--- src/rtl/div_share_arbiter.sv ---
`timescale 1ns/1ps
// div_share_arbiter
// Round-robin arbiter that lets NUM_REQ requesters share a single
// restoring divider. One operation is in flight at a time: an operation is
// accepted from the granted requester, handed to the divider over its src
// handshake, its result is collected over the dest handshake and returned
// on a shared response bus. A zero divisor is answered locally
// (quotient all ones, remainder = dividend) without touching the divider.
//
// Ports:
//   clk, rst                   clock, synchronous active-high reset
//   req_valid/req_ready        per-requester operation handshake
//   req_dividend/req_divisor   packed operands, slice [i*WIDTH +: WIDTH]
//   rsp_valid/rsp_ready        per-requester response handshake
//   rsp_quotient/rsp_remainder shared result bus
//   rsp_div0, rsp_id           divide-by-zero flag, owning requester
//   div_src_*/div_dividend/div_divisor   operand channel to the divider
//   div_dest_*/div_quotient/div_remainder result channel from the divider
//   busy                       high whenever an operation is in progress
module div_share_arbiter #(
   parameter int NUM_REQ = 4,
   parameter int WIDTH   = 16,
   parameter int IDW     = $clog2(NUM_REQ)
) (
   input  logic                     clk,
   input  logic                     rst,
   input  logic [NUM_REQ-1:0]       req_valid,
   output logic [NUM_REQ-1:0]       req_ready,
   input  logic [NUM_REQ*WIDTH-1:0] req_dividend,
   input  logic [NUM_REQ*WIDTH-1:0] req_divisor,
   output logic [NUM_REQ-1:0]       rsp_valid,
   input  logic [NUM_REQ-1:0]       rsp_ready,
   output logic [WIDTH-1:0]         rsp_quotient,
   output logic [WIDTH-1:0]         rsp_remainder,
   output logic                     rsp_div0,
   output logic [IDW-1:0]           rsp_id,
   output logic                     div_src_valid,
   input  logic                     div_src_ready,
   output logic [WIDTH-1:0]         div_dividend,
   output logic [WIDTH-1:0]         div_divisor,
   input  logic                     div_dest_valid,
   output logic                     div_dest_ready,
   input  logic [WIDTH-1:0]         div_quotient,
   input  logic [WIDTH-1:0]         div_remainder,
   output logic                     busy
);

   localparam logic [1:0] ST_IDLE  = 2'd0;
   localparam logic [1:0] ST_ISSUE = 2'd1;
   localparam logic [1:0] ST_WAIT  = 2'd2;
   localparam logic [1:0] ST_RESP  = 2'd3;

   logic [1:0]       state_r;
   logic [IDW-1:0]   rr_ptr_r;
   logic [IDW-1:0]   grant_r;
   logic [WIDTH-1:0] dividend_r;
   logic [WIDTH-1:0] divisor_r;
   logic [WIDTH-1:0] quot_r;
   logic [WIDTH-1:0] rem_r;
   logic             div0_r;
   logic [IDW-1:0]   rsp_id_r;

   logic             found_s;
   logic [IDW-1:0]   pick_s;
   logic [WIDTH-1:0] pick_dvd_s;
   logic [WIDTH-1:0] pick_dvs_s;
   logic             rsp_hs_s;

   // Round-robin search: first asserted req_valid at or after rr_ptr, wrapping.
   always_comb begin
      found_s = 1'b0;
      pick_s  = '0;
      for (int k = 0; k < NUM_REQ; k++) begin
         if (!found_s && req_valid[(int'(rr_ptr_r) + k) % NUM_REQ]) begin
            found_s = 1'b1;
            pick_s  = IDW'((int'(rr_ptr_r) + k) % NUM_REQ);
         end else begin
            found_s = found_s;
         end
      end
   end

   assign pick_dvd_s = req_dividend[int'(pick_s)*WIDTH +: WIDTH];
   assign pick_dvs_s = req_divisor[int'(pick_s)*WIDTH +: WIDTH];

   // Accept strobe: combinational in req_valid, only while idle.
   always_comb begin
      req_ready = '0;
      if ((state_r == ST_IDLE) && found_s) begin
         req_ready[pick_s] = 1'b1;
      end else begin
         req_ready = '0;
      end
   end

   // Response valid is routed only to the requester that owns the grant.
   always_comb begin
      rsp_valid = '0;
      if (state_r == ST_RESP) begin
         rsp_valid[grant_r] = 1'b1;
      end else begin
         rsp_valid = '0;
      end
   end

   // Only the granted requester's rsp_ready can complete the response.
   assign rsp_hs_s       = (state_r == ST_RESP) && rsp_ready[grant_r];

   assign div_src_valid  = (state_r == ST_ISSUE);
   assign div_dest_ready = (state_r == ST_WAIT);
   assign busy           = (state_r != ST_IDLE);
   assign div_dividend   = dividend_r;
   assign div_divisor    = divisor_r;
   assign rsp_quotient   = quot_r;
   assign rsp_remainder  = rem_r;
   assign rsp_div0       = div0_r;
   assign rsp_id         = rsp_id_r;

   // Operation FSM; result-side registers load only on entry to RESP so the
   // response bus keeps its last value everywhere else.
   always_ff @(posedge clk) begin
      if (rst) begin
         state_r    <= ST_IDLE;
         rr_ptr_r   <= '0;
         grant_r    <= '0;
         dividend_r <= '0;
         divisor_r  <= '0;
         quot_r     <= '0;
         rem_r      <= '0;
         div0_r     <= 1'b0;
         rsp_id_r   <= '0;
      end else begin
         case (state_r)
            ST_IDLE: begin
               if (found_s) begin
                  grant_r    <= pick_s;
                  dividend_r <= pick_dvd_s;
                  divisor_r  <= pick_dvs_s;
                  if (pick_dvs_s == {WIDTH{1'b0}}) begin
                     quot_r   <= {WIDTH{1'b1}};
                     rem_r    <= pick_dvd_s;
                     div0_r   <= 1'b1;
                     rsp_id_r <= pick_s;
                     state_r  <= ST_RESP;
                  end else begin
                     state_r  <= ST_ISSUE;
                  end
               end else begin
                  state_r <= ST_IDLE;
               end
            end
            ST_ISSUE: begin
               if (div_src_ready) begin
                  state_r <= ST_WAIT;
               end else begin
                  state_r <= ST_ISSUE;
               end
            end
            ST_WAIT: begin
               if (div_dest_valid) begin
                  quot_r   <= div_quotient;
                  rem_r    <= div_remainder;
                  div0_r   <= 1'b0;
                  rsp_id_r <= grant_r;
                  state_r  <= ST_RESP;
               end else begin
                  state_r  <= ST_WAIT;
               end
            end
            ST_RESP: begin
               if (rsp_hs_s) begin
                  if (grant_r == IDW'(NUM_REQ - 1)) begin
                     rr_ptr_r <= '0;
                  end else begin
                     rr_ptr_r <= grant_r + IDW'(1);
                  end
                  state_r <= ST_IDLE;
               end else begin
                  state_r <= ST_RESP;
               end
            end
            default: begin
               state_r <= ST_IDLE;
            end
         endcase
      end
   end

endmodule

--- config.mk ---
export PLATFORM = sky130hd
export DESIGN_NAME = div_share_arbiter
export DESIGN_NICKNAME = d
export VERILOG_FILES = /design/src/rtl/div_share_arbiter.sv
export SDC_FILE = /design/constraint.sdc
export NUM_CORES = 1
export LEC_CHECK = 0
export BUFFER_PORTS_ARGS = -buffer_cell sky130_fd_sc_hd__buf_2
export CORE_ASPECT_RATIO = 1.4
export CORE_UTILIZATION = 35
export CTS_CLUSTER_SIZE = 10
export DETAILED_ROUTE_END_ITERATION = 8
export GPL_ROUTABILITY_DRIVEN = 0
export GPL_TIMING_DRIVEN = 0
export PLACE_DENSITY_LB_ADDON = 0.15
export RECOVER_POWER = 25
export REMOVE_ABC_BUFFERS = 1
export SYNTH_ARGS = -nofsm -noshare
export SYNTH_HDL_FRONTEND = slang
export SYNTH_SLANG_ARGS = --single-unit
--- constraint.sdc ---
create_clock -name clk -period 3.5 [get_ports clk]
set_input_delay 0.175 -clock clk [delete_from_list [all_inputs] [get_ports clk]]
set_output_delay 0.175 -clock clk [all_outputs]
set_load 0.005 [all_outputs]
==> flow_summary.yaml <==
power:
  p_per_area_nw_per_um2: 418.7
  vdd_drop_max_uv: 213.0
  leakage_nw: 2.800
  p_total_mw: 2.549
timing:
  skew_ns: 0.006420
  max_freq_mhz: 302.7
  rsz0062_at_grt: "no"
  layout_worst_path_cycle_share: 0.9438
  max_slew_margin: 0.3455
  final-hold-violation-count: 0
  maxSlewViolCount: 0
  setup_viol: 0
  worst_pin_slew_ns: 0.9728
  tns_ns: 0
  min_period_ns: 3.303
synthesis:
  ys_seq_area_frac: 0.3350
  ys_warn_count: 0
  synth_ff_type: "dfxtp_1"
  synth_edf_count: 0
  syn_area_um2: 4363
  netlist.area_leader.share: 0.3350
  synth-seq-cells: 73
  syn-instance-count: 535
  async_flop_share: 0
  synth_area_per_cell_um2: 8.155
  yosysTopAreaCell: "dfxtp_1"
  synth.area.top_cells: "dfxtp_1, mux2i_1, nand2_1"
  yosysUniqueCellTypes: 43
floorplan:
  fp.dieW_um: 96.36
  ios: 250
  fp.dieH_um: 134.1
  placementRows: 47
  dieArea_um2: 12920
  core_area_um2: 12000
  floorplan.initialDensity: 0.3637
critical_path:
  end_kind: "flip-flop"
  cpMaxStageDelayCell: "or2_2"
  worstPathRequired_ns: 3.68
  path_max_fanout: 36
  crit_chain: "or2_4 > or2_2 > a21oi_2 > o2bb2a_4 > nor4_4 > nand4_4 > buf_4 > a221oi_1 > a211oi_2"
  path_class: "flip-flop to flip-flop"
  arrival_ns: 3.48
  start_kind: "flip-flop"
  slowest_delay_ns: 0.61
  reg2reg_slack_ns: 0.20
placement:
  portBuffers: 249
  dpl.hpwl_um: 9965
  place_area_um2: 5658
layout:
  antennaDiodeCount: 0
  drive_gt1_frac: 0.3773
  post-route-util: 0.5075
  area_growth_pct: 39.55
  finalInstanceArea_um2: 6088
  nets: 937
  fillCellCount: 1224
global_routing:
  grt_pass1_wl_um: 22020
  grt_util_all_layers: 0.2255
  grt_start_max_net_pins: 74
  grt_pass1_vias: 4477
  antenna_found_initial: 0
  overflow: 0
cts:
  numCtsBuffers: 9
  cts-root-buf: "clkbuf_16"
  worst_skew_pair.late_latency_ns: 0.33
  cts_hold_buf: 0
  htreeDepth: 3
  cts.sinks: 73
  cts.path.max_buffers: 2
  clkTransAtPathRegs_ns: 0.06
  cts_tree: "built"
min_path:
  hp-class: "primary input to flip-flop"
detailed_routing:
  drt_wl_total_um: 14790
  viasPerCell: 5.232
  ant_nets: 0
  drc: 0
  dr.pass1.iters: 4
  drt_iter0_drc: 124
  vias: 4777
  wire_per_inst_um: 16.20
flow_run:
  drv_cap: 0
status:
  outcome: "finished clean"
==> worst paths after layout <==
check	start	end	cells after the start
max	state_r[1]	rsp_remainder[8]	9
min	div_quotient[1]	rsp_quotient[1]	2
max reg2reg	state_r[1]	rsp_remainder[8]	9
min reg2reg	rsp_div0	rsp_div0	2
==> per-stage QoR <==
stage | cells | worst slack, ns | hold WS [ns]
after CTS | 905 | 0.09411 | 0.04980
after detailed placement | 884 | -1.303 | 0.4034
final | 913 | 0.1967 | 0.06343
after global routing | 913 | 0.04367 | 0.04907
after global placement | 880 | -5.242 | 0.3979
after floorplan | 484 | -3.117 | 0.2396
==> routing by layer <==
metal	global-route usage	wire, um	vias up
met1	0.2433	5603	2192
met2	0.4090	7663	201
met3	0.04875	1154	27
met5	0	0	-
li1	-	-	2357
met4	0.1021	364	0
==> cell type report <==
type | count | area (um2) | area share
timing repair inverter | 1 | 5.005 | 0.0008220
sequential | 73 | 1461 | 0.2400
timing repair buffer | 263 | 1374 | 0.2256
clock inverter | 6 | 67.56 | 0.01110
inverter | 23 | 90.09 | 0.01480
multi-input combinational | 390 | 2668 | 0.4381
tap | 147 | 183.9 | 0.03021
clock buffer | 10 | 239.0 | 0.03925
==> layout by cell type, fill, tap and decap left out, types with 11 or more instances in the layout <==
cell type / synthesis / final
a21oi_1: 69 / 69
o31a_1: 16 / 16
inv_1: 23 / 22
dfxtp_1: 73 / 73
buf_4: 2 / 11
and2_1: 34 / 32
mux2i_1: 48 / 48
a211oi_2: 18 / 18
clkbuf_1: 33 / 30
buf_2: 7 / 218
a211oi_1: 16 / 16
nand2_1: 103 / 102
a221oi_1: 18 / 18
a31oi_1: 17 / 17
==> where the power goes <==
part	internal, mW	switching [mW]
Clock	0.572	0.363
Combinational	0.296	0.374
Sequential	0.902	0.0416
==> cell families after synthesis <==
kind of cell | after synthesis | synth area share
fa+ha+maj | 4 | 0.01147
flops | 73 | 0.3350
simple gates | 171 | 0.1881
compound gates | 163 | 0.2699
mux | 50 | 0.1179
buf+inv | 74 | 0.07771
==> synth_stat cells, types with 2 or more instances <==
master	n
and3_1	4
and2_1	34
mux2i_1	48
buf_6	6
dfxtp_1	73
a211oi_1	16
o31a_1	16
nor4_2	4
nand2b_1	3
ha_1	4
buf_4	2
nor2b_1	2
a31oi_1	17
nand2_1	103
nor2_1	10
nand3_1	2
a221oi_1	18
clkbuf_1	33
a21oi_1	69
buf_1	3
buf_2	7
inv_1	23
a211oi_2	18
==> timing repair <==
action                                  4_1_cts  5_1_grt
cloned                                        3        0
setup buffers                                 2        8
resized for setup                            10        1
endpoints found under the setup margin       36       34
pin swaps                                     2        2
==> flip-flops by register name, summed over array words and instances (netlist names) <==
signal / cells
rsp_div0: 1
div_divisor: 16
div_dividend: 16
rr_ptr_r: 2
state_r: 2
grant_r: 2
rsp_id: 2
rsp_quotient: 16
rsp_remainder: 16
==> worst max-delay path: cells and delay by family, from the launching register on <==
family,cells,cell delay [ns]
simple gates,4,1.69
compound gates,4,0.81
flops,1,0.39
buf+inv,1,0.24
Note: power is estimated with default switching activity, not from simulation.
